## config.mk

```make
export PLATFORM = sky130hd
export DESIGN_NAME = vc_demux_buf_sec_flat
export DESIGN_NICKNAME = d
export VERILOG_FILES = /design/src/rtl/vc_demux_buf_sec_if.sv /design/src/rtl/vc_demux_buf_sec.sv /design/src/flat_wrapper.sv
export SDC_FILE = /design/constraint.sdc
export NUM_CORES = 1
export LEC_CHECK = 0
export ABC_AREA = 0
export BUFFER_PORTS_ARGS = -buffer_cell sky130_fd_sc_hd__clkbuf_2
export CAP_MARGIN = 20
export CORE_ASPECT_RATIO = 0.7
export CORE_UTILIZATION = 56
export DETAILED_ROUTE_END_ITERATION = 10
export HOLD_SLACK_MARGIN = 0.05
export PLACE_DENSITY_LB_ADDON = 0.08
export SLEW_MARGIN = 10
export SYNTH_ARGS = -nofsm -noshare
export SYNTH_HDL_FRONTEND = slang
export SYNTH_SLANG_ARGS = --single-unit
```

## constraint.sdc

```tcl
create_clock -name clk -period 3.58 [get_ports clk]
set_input_delay 0.716 -clock clk [delete_from_list [all_inputs] [get_ports clk]]
set_output_delay 0.716 -clock clk [all_outputs]
set_load 0.05 [all_outputs]
```

## src/rtl/vc_demux_buf_sec_if.sv

```systemverilog
// Handshake bundle for vc_demux_buf_sec: one val/rdy input stream with a
// destination select, and p_nout val/rdy output channels packed side by side.
interface vc_demux_buf_sec_if #(
    parameter int p_nbits     = 32,
    parameter int p_nout      = 4,
    parameter int p_sel_nbits = 2
);
    logic                       in_val;
    logic                       in_rdy;
    logic [p_nbits-1:0]         in_msg;
    logic [p_sel_nbits-1:0]     in_sel;
    logic [p_nout-1:0]          out_val;
    logic [p_nout-1:0]          out_rdy;
    logic [p_nout*p_nbits-1:0]  out_msg;

    modport master (
        output in_val, in_msg, in_sel, out_rdy,
        input  in_rdy, out_val, out_msg
    );

    modport slave (
        input  in_val, in_msg, in_sel, out_rdy,
        output in_rdy, out_val, out_msg
    );
endinterface

```

## src/rtl/vc_demux_buf_sec.sv

```systemverilog
// Buffered 1-to-N demux with a 2-entry FIFO per output channel.
// Optional VC_DEMUX_BUF_SCRUB_EN: flush all FIFOs whenever the security domain sd changes.
module vc_demux_buf_sec #(
    parameter int p_nbits     = 32,
    parameter int p_nout      = 4,
    parameter int p_sel_nbits = 2
) (
    input  logic              clk,
    input  logic              reset_n,
    input  logic              sd,
    vc_demux_buf_sec_if.slave bus,
    output logic              err_sel
);

    logic [1:0]         count_p1 [p_nout];
    logic               head_p1  [p_nout];
    logic               tail_p1  [p_nout];
    logic [p_nbits-1:0] mem_p1   [p_nout][2];
    logic               err_p1;

    logic               sel_legal;
    logic               sel_full;
    logic               accept;
    logic               scrub;
    logic [p_nout-1:0]  enq;
    logic [p_nout-1:0]  deq;

`ifdef VC_DEMUX_BUF_SCRUB_EN
    logic sd_q;

    always_ff @(posedge clk or negedge reset_n) begin
        if (!reset_n) sd_q <= 1'b0;
        else          sd_q <= sd;
    end

    assign scrub = (sd != sd_q);
`else
    logic unused_sd;
    assign unused_sd = sd;
    assign scrub     = 1'b0;
`endif

    // Decode in_sel by matching each channel index so out-of-range selects never index the arrays.
    always_comb begin
        sel_legal = 1'b0;
        sel_full  = 1'b0;
        for (int i = 0; i < p_nout; i++) begin
            if (bus.in_sel == p_sel_nbits'(i)) begin
                sel_legal = 1'b1;
                sel_full  = (count_p1[i] == 2'd2);
            end
        end
    end

    assign bus.in_rdy = !scrub && (!sel_legal || !sel_full);
    assign accept     = bus.in_val && bus.in_rdy;

    always_comb begin
        enq         = '0;
        deq         = '0;
        bus.out_val = '0;
        bus.out_msg = '0;
        for (int i = 0; i < p_nout; i++) begin
            enq[i]         = accept && (bus.in_sel == p_sel_nbits'(i));
            deq[i]         = (count_p1[i] != 2'd0) && bus.out_rdy[i];
            bus.out_val[i] = (count_p1[i] != 2'd0);
            if (count_p1[i] != 2'd0)
                bus.out_msg[i*p_nbits +: p_nbits] = mem_p1[i][head_p1[i]];
        end
    end

    // Stage p1: FIFO control state
    always_ff @(posedge clk or negedge reset_n) begin
        if (!reset_n) begin
            err_p1 <= 1'b0;
            for (int i = 0; i < p_nout; i++) begin
                count_p1[i] <= 2'd0;
                head_p1[i]  <= 1'b0;
                tail_p1[i]  <= 1'b0;
            end
        end else begin
            err_p1 <= accept && !sel_legal;
            for (int i = 0; i < p_nout; i++) begin
                if (scrub) begin
                    count_p1[i] <= 2'd0;
                    head_p1[i]  <= 1'b0;
                    tail_p1[i]  <= 1'b0;
                end else begin
                    if (enq[i]) tail_p1[i] <= !tail_p1[i];
                    if (deq[i]) head_p1[i] <= !head_p1[i];
                    case ({enq[i], deq[i]})
                        2'b10:   count_p1[i] <= count_p1[i] + 2'd1;
                        2'b01:   count_p1[i] <= count_p1[i] - 2'd1;
                        default: count_p1[i] <= count_p1[i];
                    endcase
                end
            end
        end
    end

    // Stage p1: FIFO storage; contents are masked by count, so reset is not needed here
    always_ff @(posedge clk) begin
        for (int i = 0; i < p_nout; i++) begin
            if (scrub) begin
                mem_p1[i][0] <= '0;
                mem_p1[i][1] <= '0;
            end else if (enq[i]) begin
                mem_p1[i][tail_p1[i]] <= bus.in_msg;
            end
        end
    end

    assign err_sel = err_p1;

endmodule
```

## src/flat_wrapper.sv

```systemverilog
// flat-port wrapper written by rule: the top's interface ports become plain ports
module vc_demux_buf_sec_flat 
#(
    parameter int p_nbits     = 32,
    parameter int p_nout      = 4,
    parameter int p_sel_nbits = 2
)
  (clk, reset_n, sd, err_sel, bus_in_val, bus_in_msg, bus_in_sel, bus_out_rdy, bus_in_rdy, bus_out_val, bus_out_msg);
  vc_demux_buf_sec_if #(.p_nbits(p_nbits), .p_nout(p_nout), .p_sel_nbits(p_sel_nbits)) bus_i ();
  input  logic clk;
  input  logic reset_n;
  input  logic sd;
  output logic err_sel;
  input wire logic [$bits(bus_i.in_val)-1:0] bus_in_val;
  input wire logic [$bits(bus_i.in_msg)-1:0] bus_in_msg;
  input wire logic [$bits(bus_i.in_sel)-1:0] bus_in_sel;
  input wire logic [$bits(bus_i.out_rdy)-1:0] bus_out_rdy;
  output wire logic [$bits(bus_i.in_rdy)-1:0] bus_in_rdy;
  output wire logic [$bits(bus_i.out_val)-1:0] bus_out_val;
  output wire logic [$bits(bus_i.out_msg)-1:0] bus_out_msg;
  assign bus_i.in_val = bus_in_val;
  assign bus_i.in_msg = bus_in_msg;
  assign bus_i.in_sel = bus_in_sel;
  assign bus_i.out_rdy = bus_out_rdy;
  assign bus_in_rdy = bus_i.in_rdy;
  assign bus_out_val = bus_i.out_val;
  assign bus_out_msg = bus_i.out_msg;
  vc_demux_buf_sec #(.p_nbits(p_nbits), .p_nout(p_nout), .p_sel_nbits(p_sel_nbits)) u_core (.clk(clk), .reset_n(reset_n), .sd(sd), .bus(bus_i), .err_sel(err_sel));
endmodule
```

==> results by group <==
Run status
  • Outcome: finished, violations left
  • Failing checks: design-rule violations

Global route
  • Largest net degree at the start of global routing: 34
  • Total gr overflow: 0
  • First-pass GRT wire length: around 32,000 um
  • Initial antenna violation count: 1
  • Global Route Usage Sum: between 20 and 25%
  • Vias in the first global route: between 5,000 and 6,000

Worst hold path
  • Min-delay worst type: input port to asynchronous set/reset pin

CTS
  • Root Buffer: clkbuf_16
  • CTS Sinks: approximately 270
  • Clock-pin slew on the worst setup and hold paths: around 0.060 ns
  • CTS tree: yes
  • Clock tree buffer depth: 3
  • Setup Fix Bufs, Post-CTS: 0
  • CTS Buf Count: 26
  • Post-cts resize count: 0
  • Hold buffers post-CTS: 0
  • Skew-Pair Late Insertion Delay: 0.52 ns
  • H-tree levels: 1

Logic synthesis
  • Mapped cell area: 10,500 um2
  • Synth Instances: ~620
  • YS warnings: 0
  • Synthesized flop and latch total: between 200 and 300
  • Mean post-synth cell area: 17.0 um2
  • Synth top area share: between 70% and 80%
  • Seq/Total Area, Yosys: between 70 and 80%
  • Leading area contributor after synthesis: edfxtp_1
  • Post-Syn Nets: between 600 and 700
  • Top post-synthesis cells by area: edfxtp_1, mux2i_1, nor2_1
  • Netlist cell types: 20

Setup path
  • Crit start category: flip-flop
  • Max FO, Critical Path: 26
  • RR Startpoint: u_core.count_p1[0]$_DFFE_PN0P_
  • Worst EP arrival: ~2.4 ns
  • CP endpoint kind: output pin
  • Crit path required time: between 2 and 3 ns
  • Setup Crit Path Kind: flip-flop to output pin
  • Worst Setup SP: u_core.head_p1[0]$_DFFE_PN0P_

Cells and area
  • Ant. Diodes: 0
  • Final net count: between 800 and 900
  • Fin util: between 60% and 70%
  • Area grow syn2layout: 19.0%
  • Layout cells sized above 1: 29.1%

STA
  • Worst rel slew slack: 33.2%
  • Fin crit period: between 3 and 4 ns
  • Slew at the pin closest to its max-slew limit: between 0.9 and 1 ns
  • Final setup TNS: 0 ns
  • Fmax: ~0.32 GHz
  • Fin crit share: about nine tenths
  • Final hold violations: 0
  • Final setup vio count: 0
  • Max-slew violations: 0
  • RSZ-0062 raised after global routing: no
  • Clock Skews: 0.00946 ns
  • Hold WS: about 0.13 ns

Floorplan
  • Core box area: between 15,000 and 20,000 um2
  • Die area: approximately 19,000 um2
  • FP Rows: just over 40
  • Die Y: between 100 and 150 um
  • Num ports: approximately 180
  • Chip Width: 166 um
  • Initial Util: about 58%

Detailed routing
  • Final wirelength: 21,600 um
  • DR vias/cell: roughly 5.4
  • DR vias: ~5,700
  • 1st-pass router iterations: 8
  • Wirelength per Cell: slightly above 20 um
  • Remaining DRCs: 21
  • Initial DRC Count: around 420
  • Post-route ant nets: 0

Place
  • Final GP Congestion: around 0.75
  • IO buf count: 174
  • Dpl hpwl: between 10,000 and 15,000 um

Flow run
  • Max_cap viols: 0
==> kinds of logic (layout without fill, tap and decap cells) <==
family                   after synthesis  count (layout)  synth area share [%]
multiplexers                         129             129                  12.4
adder cells (fa/ha/maj)                4               4                 0.477
AND/OR/NAND/NOR                      157             157                  6.26
flip-flops                           273             273                  77.3
other                                  1               1                0.0357
XOR/XNOR                              20              20                  1.67
buffers and inverters                 35             241                  1.87
==> metrics by stage <==
| stage | instances | setup WS (ns) | area, um2 |
|---|---|---|---|
| after CTS | 1061 | 0.399 | 12500 |
| final | 1061 | 0.420 | 12500 |
| after detailed placement | 1018 | 0.971 | 11700 |
| after global routing | 1061 | 0.333 | 12500 |
| after floorplan | 619 | 0.732 | 10500 |
| after global placement | 1018 | 0.970 | 11700 |
==> critical path, cell delays in order (launching register included) <==
cell and delay (ns):
dfrtp_2 0.98, buf_4 0.35, mux2i_1 0.23, nor2_1 0.07
clkbuf_2 0.28
==> cells in the final DEF, fill, tap and decap left out, types with 3 or more instances in the layout <==
cell type / count
nor2_4: 11
xnor2_1: 12
clkbuf_2: 174
mux2i_1: 128
dfrtp_1: 13
inv_1: 7
nor2_1: 132
clkbuf_1: 11
dfrtp_2: 4
ha_1: 4
buf_4: 15
edfxtp_1: 256
clkbuf_16: 27
xor2_1: 8
clkinv_1: 3
nand2b_1: 4
and2_1: 4
==> final timing paths <==
check	end	slack, ns	cells after the start
worst max-delay path	bus_out_msg[109]	0.42	4
worst max register to register	u_core.count_p1[1]$_DFFE_PN0P_	1.27	6
min in group clk	u_core.mem_p1[2][3]$_DFFE_PP_	0.47	1
max in group asynchronous	u_core.head_p1[2]$_DFFE_PN0P_	3.11	1
worst min-delay path	u_core.err_sel$_DFF_PN0_	0.13	1
worst min register to register	u_core.count_p1[1]$_DFFE_PN0P_	0.55	1
==> cell type report <==
cell class | count | area, um2
sequential | 273 | 8120
fill | 1243 | 5670
clock buffer | 38 | 717
inverter | 7 | 26.3
multi-input combinational | 311 | 2260
timing repair buffer | 191 | 1020
tap | 236 | 295
clock inverter | 5 | 48.8
==> state kept, by name, summed over array words and instances (netlist names) <==
register         cells
u_core.tail_p1       4
u_core.count_p1      8
u_core.err_sel       1
u_core.mem_p1      256
u_core.head_p1       4
==> layer usage <==
metal	track usage (%)	vias to the layer above	wire, um
met5	0	-	0
met4	5.17	0	344
met3	4.64	33	1600
met2	36.0	219	9980
met1	32.7	2841	9690
li1	-	2639	-
==> synth_stat cells <==
| master | n |
|---|---|
| edfxtp_1 | 256 |
| and2_1 | 4 |
| buf_4 | 12 |
| and3_1 | 1 |
| dfrtp_1 | 17 |
| buf_2 | 16 |
| nand2_1 | 1 |
| nor2_2 | 4 |
| mux2i_1 | 128 |
| nor2_1 | 139 |
| ha_1 | 4 |
| nand4_2 | 1 |
| nand2b_1 | 4 |
| nand4b_2 | 2 |
| mux4_2 | 1 |
| conb_1 | 1 |
| xnor2_1 | 12 |
| xor2_1 | 8 |
| nor3b_1 | 1 |
| inv_1 | 7 |
Power is not shown: default switching activity piles up to over one toggle a cycle in this logic, so the estimate is an artifact.
